--- src/rtl/acq_pkg.sv ---
// Shared types and helpers for the acquisition sequencer.
package acq_pkg;

  localparam int TRIG_W = 10;
  localparam int LEN_W  = 32;

  typedef enum logic [2:0] {
    ST_IDLE     = 3'd0,
    ST_PRETRIG  = 3'd1,
    ST_ARMED    = 3'd2,
    ST_POSTTRIG = 3'd3,
    ST_DONE     = 3'd4
  } state_e;

  // Words still to be captured after the trigger word (the trigger word
  // itself counts as the first). Never less than one.
  function automatic logic [LEN_W-1:0] calc_post_len(input logic [LEN_W-1:0] len,
                                                     input logic [15:0]      pre);
    logic [LEN_W-1:0] pre_ext;
    pre_ext = {16'd0, pre};
    if (len > pre_ext) return len - pre_ext;
    else               return 32'd1;
  endfunction

endpackage

--- src/rtl/acq_edge_detect.sv ---
// Threshold-crossing detector on the trigger channel field.
// After reload the first valid sample only seeds prev_s, so a crossing
// can never be reported against a stale pre-trigger value.
module acq_edge_detect
  import acq_pkg::*;
(
  input  logic              clk,
  input  logic              rst,
  input  logic              reload_i,
  input  logic              valid_i,
  input  logic [TRIG_W-1:0] cur_i,
  input  logic [TRIG_W-1:0] thr_i,
  input  logic              rising_i,
  output logic              trig_hit_o
);

  logic [TRIG_W-1:0] prev_q;
  logic              primed_q;
  logic              rise, fall;

  // Edge select against the previously seen sample.
  always_comb begin
    rise       = (prev_q <  thr_i) && (cur_i >= thr_i);
    fall       = (prev_q >= thr_i) && (cur_i <  thr_i);
    trig_hit_o = primed_q && valid_i && (rising_i ? rise : fall);
  end

  // prev_s tracks the last valid sample; reload un-primes it.
  always_ff @(posedge clk) begin
    if (rst) begin
      prev_q   <= '0;
      primed_q <= 1'b0;
    end else if (reload_i) begin
      primed_q <= 1'b0;
    end else if (valid_i) begin
      prev_q   <= cur_i;
      primed_q <= 1'b1;
    end
  end

endmodule

--- src/rtl/acq_sequencer.sv ---
// Pre/post-trigger capture sequencer between the LVDS deserializer and
// the sample FIFO write port (clklvds domain).
module acq_sequencer
  import acq_pkg::*;
#(
  parameter int DATA_W      = 140,
  parameter int TRIG_LSB    = 80,
  parameter int USED_W      = 11,
  parameter int FIFO_DEPTH  = 1024,
  parameter int FULL_MARGIN = 4
) (
  input  logic              clk,
  input  logic              rst,
  input  logic              cfg_valid,
  output logic              cfg_ready,
  input  logic [15:0]       cfg_pretrig,
  input  logic [31:0]       cfg_length,
  input  logic [9:0]        cfg_threshold,
  input  logic              cfg_rising,
  input  logic              arm,
  input  logic              force_trig,
  input  logic              abort,
  input  logic              sample_valid,
  input  logic [DATA_W-1:0] sample_in,
  input  logic [USED_W-1:0] fifo_wrused,
  output logic              fifo_wr,
  output logic [DATA_W-1:0] fifo_wdata,
  output logic              fifo_drop,
  output logic              busy,
  output logic              done,
  output logic              overflow,
  output logic [31:0]       trig_pos
);

  localparam logic [USED_W-1:0] ROOM_LIMIT = USED_W'(FIFO_DEPTH - FULL_MARGIN);

  state_e            state_q, state_d;
  logic [15:0]       cfg_pre_q;
  logic [LEN_W-1:0]  cfg_len_q;
  logic [TRIG_W-1:0] cfg_thr_q;
  logic              cfg_rise_q;
  logic [LEN_W-1:0]  wr_count_q, wr_count_d;
  logic [15:0]       pre_cnt_q, pre_cnt_d;
  logic [LEN_W-1:0]  post_cnt_q, post_cnt_d;
  logic              overflow_q, overflow_d;
  logic [LEN_W-1:0]  trig_pos_q, trig_pos_d;
  logic              wr_q, wr_d;
  logic              drop_q, drop_d;
  logic [DATA_W-1:0] wdata_q, wdata_d;

  logic              in_cap, room, writable, reload, trig_hit;
  logic [LEN_W-1:0]  post_len;

  assign in_cap    = (state_q == ST_PRETRIG) || (state_q == ST_ARMED) || (state_q == ST_POSTTRIG);
  assign room      = fifo_wrused < ROOM_LIMIT;
  assign writable  = sample_valid && room && in_cap;
  assign post_len  = calc_post_len(cfg_len_q, cfg_pre_q);
  assign reload    = (state_d == ST_ARMED) && (state_q != ST_ARMED);

  assign cfg_ready  = (state_q == ST_IDLE) || (state_q == ST_DONE);
  assign busy       = in_cap;
  assign done       = (state_q == ST_DONE);
  assign overflow   = overflow_q;
  assign trig_pos   = trig_pos_q;
  assign fifo_wr    = wr_q;
  assign fifo_drop  = drop_q;
  assign fifo_wdata = wdata_q;

  acq_edge_detect u_edge (
    .clk        (clk),
    .rst        (rst),
    .reload_i   (reload),
    .valid_i    (sample_valid),
    .cur_i      (sample_in[TRIG_LSB +: TRIG_W]),
    .thr_i      (cfg_thr_q),
    .rising_i   (cfg_rise_q),
    .trig_hit_o (trig_hit)
  );

  // Configuration is only accepted while no capture is running.
  always_ff @(posedge clk) begin
    if (rst) begin
      cfg_pre_q  <= '0;
      cfg_len_q  <= '0;
      cfg_thr_q  <= '0;
      cfg_rise_q <= 1'b1;
    end else if (cfg_valid && cfg_ready) begin
      cfg_pre_q  <= cfg_pretrig;
      cfg_len_q  <= cfg_length;
      cfg_thr_q  <= cfg_threshold;
      cfg_rise_q <= cfg_rising;
    end
  end

  // Next-state, counters and the registered FIFO write port.
  always_comb begin
    state_d    = state_q;
    wr_count_d = wr_count_q;
    pre_cnt_d  = pre_cnt_q;
    post_cnt_d = post_cnt_q;
    overflow_d = overflow_q;
    trig_pos_d = trig_pos_q;
    wr_d       = 1'b0;
    drop_d     = 1'b0;
    wdata_d    = wdata_q;

    if (abort) begin
      state_d = ST_IDLE;
    end else begin
      if (sample_valid && in_cap && !room) overflow_d = 1'b1;
      if (writable) wdata_d = sample_in;

      case (state_q)
        ST_IDLE, ST_DONE: begin
          if (arm) begin
            wr_count_d = '0;
            pre_cnt_d  = '0;
            post_cnt_d = '0;
            overflow_d = 1'b0;
            state_d    = (cfg_pre_q == 16'd0) ? ST_ARMED : ST_PRETRIG;
          end
        end
        ST_PRETRIG: begin
          if (writable) begin
            wr_d       = 1'b1;
            wr_count_d = wr_count_q + 32'd1;
            pre_cnt_d  = pre_cnt_q + 16'd1;
            if (pre_cnt_d >= cfg_pre_q) state_d = ST_ARMED;
          end
        end
        ST_ARMED: begin
          if (writable && (trig_hit || force_trig)) begin
            // Trigger word is kept: no drop on this write.
            wr_d       = 1'b1;
            trig_pos_d = wr_count_q;
            wr_count_d = wr_count_q + 32'd1;
            post_cnt_d = 32'd1;
            state_d    = (post_len == 32'd1) ? ST_DONE : ST_POSTTRIG;
          end else if (force_trig) begin
            // Forced with nothing to write: the next written word is the trigger.
            trig_pos_d = wr_count_q;
            post_cnt_d = '0;
            state_d    = ST_POSTTRIG;
          end else if (writable) begin
            // Circular pre-trigger window: write one, discard the oldest.
            wr_d       = 1'b1;
            drop_d     = (fifo_wrused != '0);
            wr_count_d = wr_count_q + 32'd1;
          end
        end
        ST_POSTTRIG: begin
          if (writable) begin
            wr_d       = 1'b1;
            wr_count_d = wr_count_q + 32'd1;
            post_cnt_d = post_cnt_q + 32'd1;
            if (post_cnt_d >= post_len) state_d = ST_DONE;
          end
        end
        default: state_d = ST_IDLE;
      endcase
    end
  end

  // State and output registers.
  always_ff @(posedge clk) begin
    if (rst) begin
      state_q    <= ST_IDLE;
      wr_count_q <= '0;
      pre_cnt_q  <= '0;
      post_cnt_q <= '0;
      overflow_q <= 1'b0;
      trig_pos_q <= '0;
      wr_q       <= 1'b0;
      drop_q     <= 1'b0;
      wdata_q    <= '0;
    end else begin
      state_q    <= state_d;
      wr_count_q <= wr_count_d;
      pre_cnt_q  <= pre_cnt_d;
      post_cnt_q <= post_cnt_d;
      overflow_q <= overflow_d;
      trig_pos_q <= trig_pos_d;
      wr_q       <= wr_d;
      drop_q     <= drop_d;
      wdata_q    <= wdata_d;
    end
  end

endmodule

--- config.mk ---
export PLATFORM = sky130hd
export DESIGN_NAME = acq_sequencer
export DESIGN_NICKNAME = d
export VERILOG_FILES = /design/src/rtl/acq_pkg.sv /design/src/rtl/acq_edge_detect.sv /design/src/rtl/acq_sequencer.sv
export SDC_FILE = /design/constraint.sdc
export NUM_CORES = 1
export LEC_CHECK = 0
export BUFFER_PORTS_ARGS = -buffer_cell sky130_fd_sc_hd__buf_4
export CAP_MARGIN = 20
export CORE_UTILIZATION = 58
export CTS_CLUSTER_DIAMETER = 200
export CTS_CLUSTER_SIZE = 20
export DETAILED_ROUTE_END_ITERATION = 6
export PLACE_DENSITY = 0.94
export SKIP_CTS_REPAIR_TIMING = 1
export SYNTH_ARGS = -nofsm -noshare
export SYNTH_HDL_FRONTEND = slang
export SYNTH_HIERARCHICAL = 1
export SYNTH_SLANG_ARGS = --single-unit
--- constraint.sdc ---
create_clock -name clk -period 12.16 [get_ports clk]
set_input_delay 1.216 -clock clk [delete_from_list [all_inputs] [get_ports clk]]
set_output_delay 1.216 -clock clk [all_outputs]
set_load 0.05 [all_outputs]
# After elaboration in Yosys (flattened, before gate mapping)
# Index checks and enable logic that the tools add are counted.
# totals
regBits	328
latch_bits	0
ramBits	0
mem_bits_ro	0
inputBits	217
out_inout_bits	178
n_memories	0
# classes
add_sub_neg	4
n_mul	0
n_div	0
magnitude_cmp	8
eq_ne	12
shifts	0
n_mux	34
n_bitwise	4
reduce_logical	34
# ops
cell	n
$mux 32	10
$pmux 32 s3	2
$add 32x1->32 const B	2
$eq 32x1->1 const B	1
$ge 32x32->1	1
$gt 32x16->1	1
$mux 16	2
$pmux 16 s2	1
$sub 32x16->32	1
$mux 3	9
$ge 10x10->1	2
$lt 10x10->1	2
$add 16x1->16 const B	1
$ge 16x16->1	1
$logic_not 16->1	1
$pmux 3 s4	1
$logic_and 1x1->1	11
$lt 11x10->1 const B	1
$reduce_bool 11->1	1
$eq 3x2->1 const B	3
$ne 3x2->1 const B	3
$reduce_and 4->1	2
$reduce_or 2->1	4
$mux 1	7
15 further kinds	26

# Longest topological paths before layout
# depth
ltp_word	13
mapped_depth	22
depth_no_buf	21

# Cells and area by module
# Netlist, hierarchy kept.
# by_module_without_submodules
module	n_inst	cells_each	area_per_inst_um2
acq_sequencer	1	2014	15366.0
acq_edge_detect	1	116	892.1

# Worst setup path before layout
# No wires, ideal clock.
# synth_path
kind	flip-flop to flip-flop
from	register cfg_pre_q[8]
to	register state_q[2]
setup_time_ns	0.116
arrival_ns	3.975
required_time_ns	12.044
setup_slack_ns	8.070
path_stages_with_launch	22
n_path_buf	2
period_less_slack_ns	4.090
cell_sequence	dfxtp_1 inv_1 ha_1 buf_2 nand4_1 o221ai_2 a21oi_1 a21oi_1 nor2_1 o21ai_1 clkbuf_1 o21ai_0 ha_1 and4_1 a31oi_1 o211ai_1 a211oi_1 o31ai_1 a21oi_1 o31a_1 o32ai_2 a31o_1
# synth_via
elab_chain_len	7
elab_cells_between_ends	14
cone_classes	1 x add/sub; 3 x order compare; 1 x eq/ne; 9 x mux
# synth_lines
element	line	source
from (decl)	acq_sequencer.sv:38	logic [15:0] cfg_pre_q;
from (signal assigned)	acq_sequencer.sv:88	cfg_pre_q <= cfg_pretrig;
$sub 32x16->32 or $gt 32x16->1 (tied branches)	acq_pkg.sv:21	if (len > pre_ext) return len - pre_ext;
$mux 32	acq_pkg.sv:21	
$ge 32x32->1 or $eq 32x1->1 (tied branches)	acq_sequencer.sv:156, acq_sequencer.sv:138	
$mux 3, on equally long branches	acq_sequencer.sv:156, acq_sequencer.sv:138	
$mux 3, on equally long branches	acq_sequencer.sv:152, acq_sequencer.sv:132	
$pmux 3 s4 *	acq_sequencer.sv:113	case (state_q)
$mux 3 *	acq_sequencer.sv:107	if (abort) begin
to (signal assigned)	acq_sequencer.sv:177	state_q <= state_d;
to (decl)	acq_sequencer.sv:37	state_e state_q, state_d;
# Mark *: on every way between the ends. The rest lies on a longest branch, timed or not.
# A chain may end at the register's enable or synchronous reset.

# Worst setup path in the final report
# layout_path
from	register cfg_pre_q[10]
to	register state_q[0]
# The elaborated chain is that of the path after synthesis.

==> results_dict.tcl <==
set metrics [dict create \
    yosys_register_bits 328 \
    die_x_um 169 \
    drt-wirelength-per-cell_um 19.9 \
    worstSkewPairLatency_ps 530 \
    grt.total_usage 0.377 \
    cp-end-kind "register" \
    cp-start-kind "register" \
    worst_pin_slew_ps 1070 \
    slew_headroom 0.285 \
    min_period_over_period 0.402 \
    synthDistinctLibCells 75 \
    syn_nets 2435 \
    cts_inserted_buffers 20 \
    ys_seq_area_frac 0.404 \
    synth_top_area_share 0.404 \
    grt_pass1_vias 15600 \
    rows 60 \
    status "complete, no violations" \
    instances_no_fill 2817 \
    syn_area_per_cell_um2 7.63 \
    clock_skew_ps 26.7 \
    leakagePower_nw 8.36 \
    multi_input_area_mm2 0.00903 \
    cts-root-buf "clkbuf_16" \
    synth_commonest_cells "nand2_1 (578), dfxtp_1 (328), a21oi_1 (317), nor2_1 (136), clkbuf_1 (102)" \
    min_to "trig_pos[26]$_SDFFE_PP0P_" \
    htreeDepth 1 \
    fin_area_mm2 0.0199 \
    hold_viol 0 \
    drcViolationCount 0 \
    place_inst 2783 \
    gp_congestion 0.963 \
    synthTopCellsByArea "dfxtp_1 (40%), nand2_1 (13%), a21oi_1 (9.8%), ha_1 (6.7%), nor2_1 (3.1%)" \
    cts.clk_slew.worst_paths_ps 90 \
    path_common_cell "nand2_1" \
    core_region_area_mm2 0.0273 \
    fill_cells 2149 \
    postSynthCellCount 2130 \
    cp_cell_sequence "inv_1 > ha_1 > nand4_1 > o221ai_2 > a21oi_1 > a21oi_1 > nor2_1 > o21ai_2 > buf_4 > o21ai_0 > ha_1 > and4_1 > nand2_1 > nor2_1 > nand2_1 > o31ai_1 > a31oi_1 > a311o_1 > nand2_1 > nand3_1" \
    rsz0062_at_grt "false" \
    arrival_ps 5310 \
    cts_sinks 328 \
    worst_r2r_path_depth 20 \
    drt_iter0_markers 1626 \
    viasPerCell 5.90 \
    r2r_end "state_q[0]$_SDFF_PP0_" \
    wl_mm 56.2 \
    grt_first_pass_wirelength_mm 84.8 \
    finalPower_w 0.00229 \
    area_delta_synth_final_pct 22.6 \
    drive_gt1_frac 0.187 \
    cp.required_ps 12590 \
    reg2reg_from "cfg_pre_q[10]$_SDFFE_PP0P_" \
    synth-main-ff-cell "dfxtp_1" \
    io_pins 395 \
    io_buffers 394 \
    placed_cell_area_mm2 0.0193 \
    period_needed_ps 4890 \
    antenna_left 0 \
    setup-violations-final 0 \
    yosysTopAreaCell "dfxtp_1" \
    power.density_mw_per_mm2 115 \
    netlist_area_mm2 0.0163 \
    vias 16600 \
    hp-class "reg2reg" \
    die_area_mm2 0.0287 \
    clockBufferDepth 3 \
    synth-edff-count 0 \
    async_reset_ff_frac 0 \
    final.setup.tns_ps 0 \
    antenna_found_initial 8 \
    slew_viol_final 0 \
    drv_cap 0 \
    max_freq_mhz 205 \
    regToRegSetupSlack_ps 7270 \
    cts_tree "done" \
    nNetsFinal 2741 \
    dr.pass1.iters 7 \
    seqCellArea_mm2 0.00657 \
    initial_utilization 0.597 \
    min-delay-start "trig_pos[26]$_SDFFE_PP0P_" \
    dp_hpwl_mm 43.0 \
    grt_max_degree 118 \
    synth_warnings 6 \
    crit_path_max_incr_delay_ps 420 \
    grt_overflow 0 \
    path_max_fanout 35 \
    cpMaxStageDelayCell "ha_1" \
    post-synth-top-count-cell "nand2_1" \
    die_h_um 169 \
    critical_path_class "reg2reg" \
    vdd_drop_max_v 0.000142 \
    whs_path_depth 2 \
]
[worst max path at each step]
stage,start,end,slack (ps),cells after the start
2_1_floorplan,cfg_pre_q[8]$_SDFFE_PP0P_,state_q[2]$_SDFF_PP0_,8070,21
3_3_place_gp,cfg_pre_q[10]$_SDFFE_PP0P_,state_q[0]$_SDFF_PP0_,7540,20
3_5_place_dp,cfg_pre_q[10]$_SDFFE_PP0P_,state_q[0]$_SDFF_PP0_,7450,20
4_1_cts,cfg_pre_q[10]$_SDFFE_PP0P_,state_q[0]$_SDFF_PP0_,7420,20
5_1_grt,cfg_pre_q[0]$_SDFFE_PP0P_,state_q[0]$_SDFF_PP0_,6950,20
6_report,cfg_pre_q[10]$_SDFFE_PP0P_,state_q[0]$_SDFF_PP0_,7270,20
[area by class of cell]
class | instances | share of cell area
diodes | 9 | 0.00113
repair buffers | 406 | 0.156
inverters | 52 | 0.00979
clock inverters | 1 | 0.000816
flip-flops and latches | 328 | 0.330
multi-input cells | 1628 | 0.453
well taps | 372 | 0.0234
clock buffers | 21 | 0.0264
[registers in the layout, indices dropped and copies added (netlist names)]
name and cells:
overflow 1, u_edge/primed_q 1, u_edge/prev_q 10, post_cnt_q 32, fifo_drop 1, fifo_wdata 140
state_q 3, cfg_len_q 32, pre_cnt_q 16, cfg_rise_q 1, wr_count_q 32, cfg_pre_q 16
fifo_wr 1, cfg_thr_q 10, trig_pos 32
[cells by family (layout without fill, tap and decap cells)]
logic type                 Yosys count  count (layout)  synth area share
other                                0               9                 0
AOI/OAI and AO/OA                  505             505             0.179
buffers and inverters              174             480            0.0426
adders and majority gates           88              88            0.0682
and+or+nand+nor                    945             945             0.257
muxes                                2               2           0.00139
DFF                                328             328             0.404
xor gates and xnor gates            88              88            0.0474
[cells in the final DEF, fill, tap and decap left out, drive strengths merged, types with 5 or more instances in the layout]
master / synthesis / layout
and4: 12 / 12
o21ai: 65 / 65
a31oi: 9 / 9
clkbuf: 102 / 22
a211oi: 12 / 12
a21oi: 319 / 319
xnor2: 39 / 39
nand3b: 18 / 18
nand2b: 10 / 10
o211ai: 12 / 12
o21bai: 5 / 5
a211o: 5 / 5
nand3: 46 / 46
buf: 20 / 405
a22oi: 18 / 18
nor4: 16 / 16
diode: 0 / 9
dfxtp: 328 / 328
or2: 10 / 10
nor2: 136 / 136
xor2: 49 / 49
nor2b: 9 / 9
nor3: 23 / 23
nand2: 578 / 578
or3: 11 / 11
and3: 29 / 29
nand4: 26 / 26
o21a: 11 / 11
ha: 87 / 87
or4: 6 / 6
inv: 52 / 52
and2: 7 / 7
a21o: 20 / 20
[critical path, delay by kind of cell (launching register included)]
kind                     cells  cell delay (ps)
AND/OR/NAND/NOR              8             1020
adder cells (fa/ha/maj)      2              740
buffers and inverters        2              430
flip-flops                   1              380
AO/OA/AOI/OAI                8             2190
[power breakdown]
part | switching, W | internal (W) | total, W
logic | 0.000303 | 0.000197 | 0.000500
registers | 0.0000217 | 0.00110 | 0.00112
clock network | 0.000364 | 0.000310 | 0.000674
[per-stage QoR]
stage                     hold WS [ps]  utilization  setup slack, ps
after floorplan                    436            -             8070
after global placement             443        0.707             7540
after detailed placement           447        0.708             7450
after CTS                          458        0.728             7420
after global routing               466        0.731             6950
final                              457        0.731             7270
[layer usage]
layer	vias to the layer above	track usage	share of wire
li1	7857	-	-
met1	7841	0.485	0.40
met2	778	0.607	0.46
met3	137	0.0765	0.090
met4	0	0.175	0.044
met5	-	0	0
No activity file was read; power rests on OpenSTA's default activity.
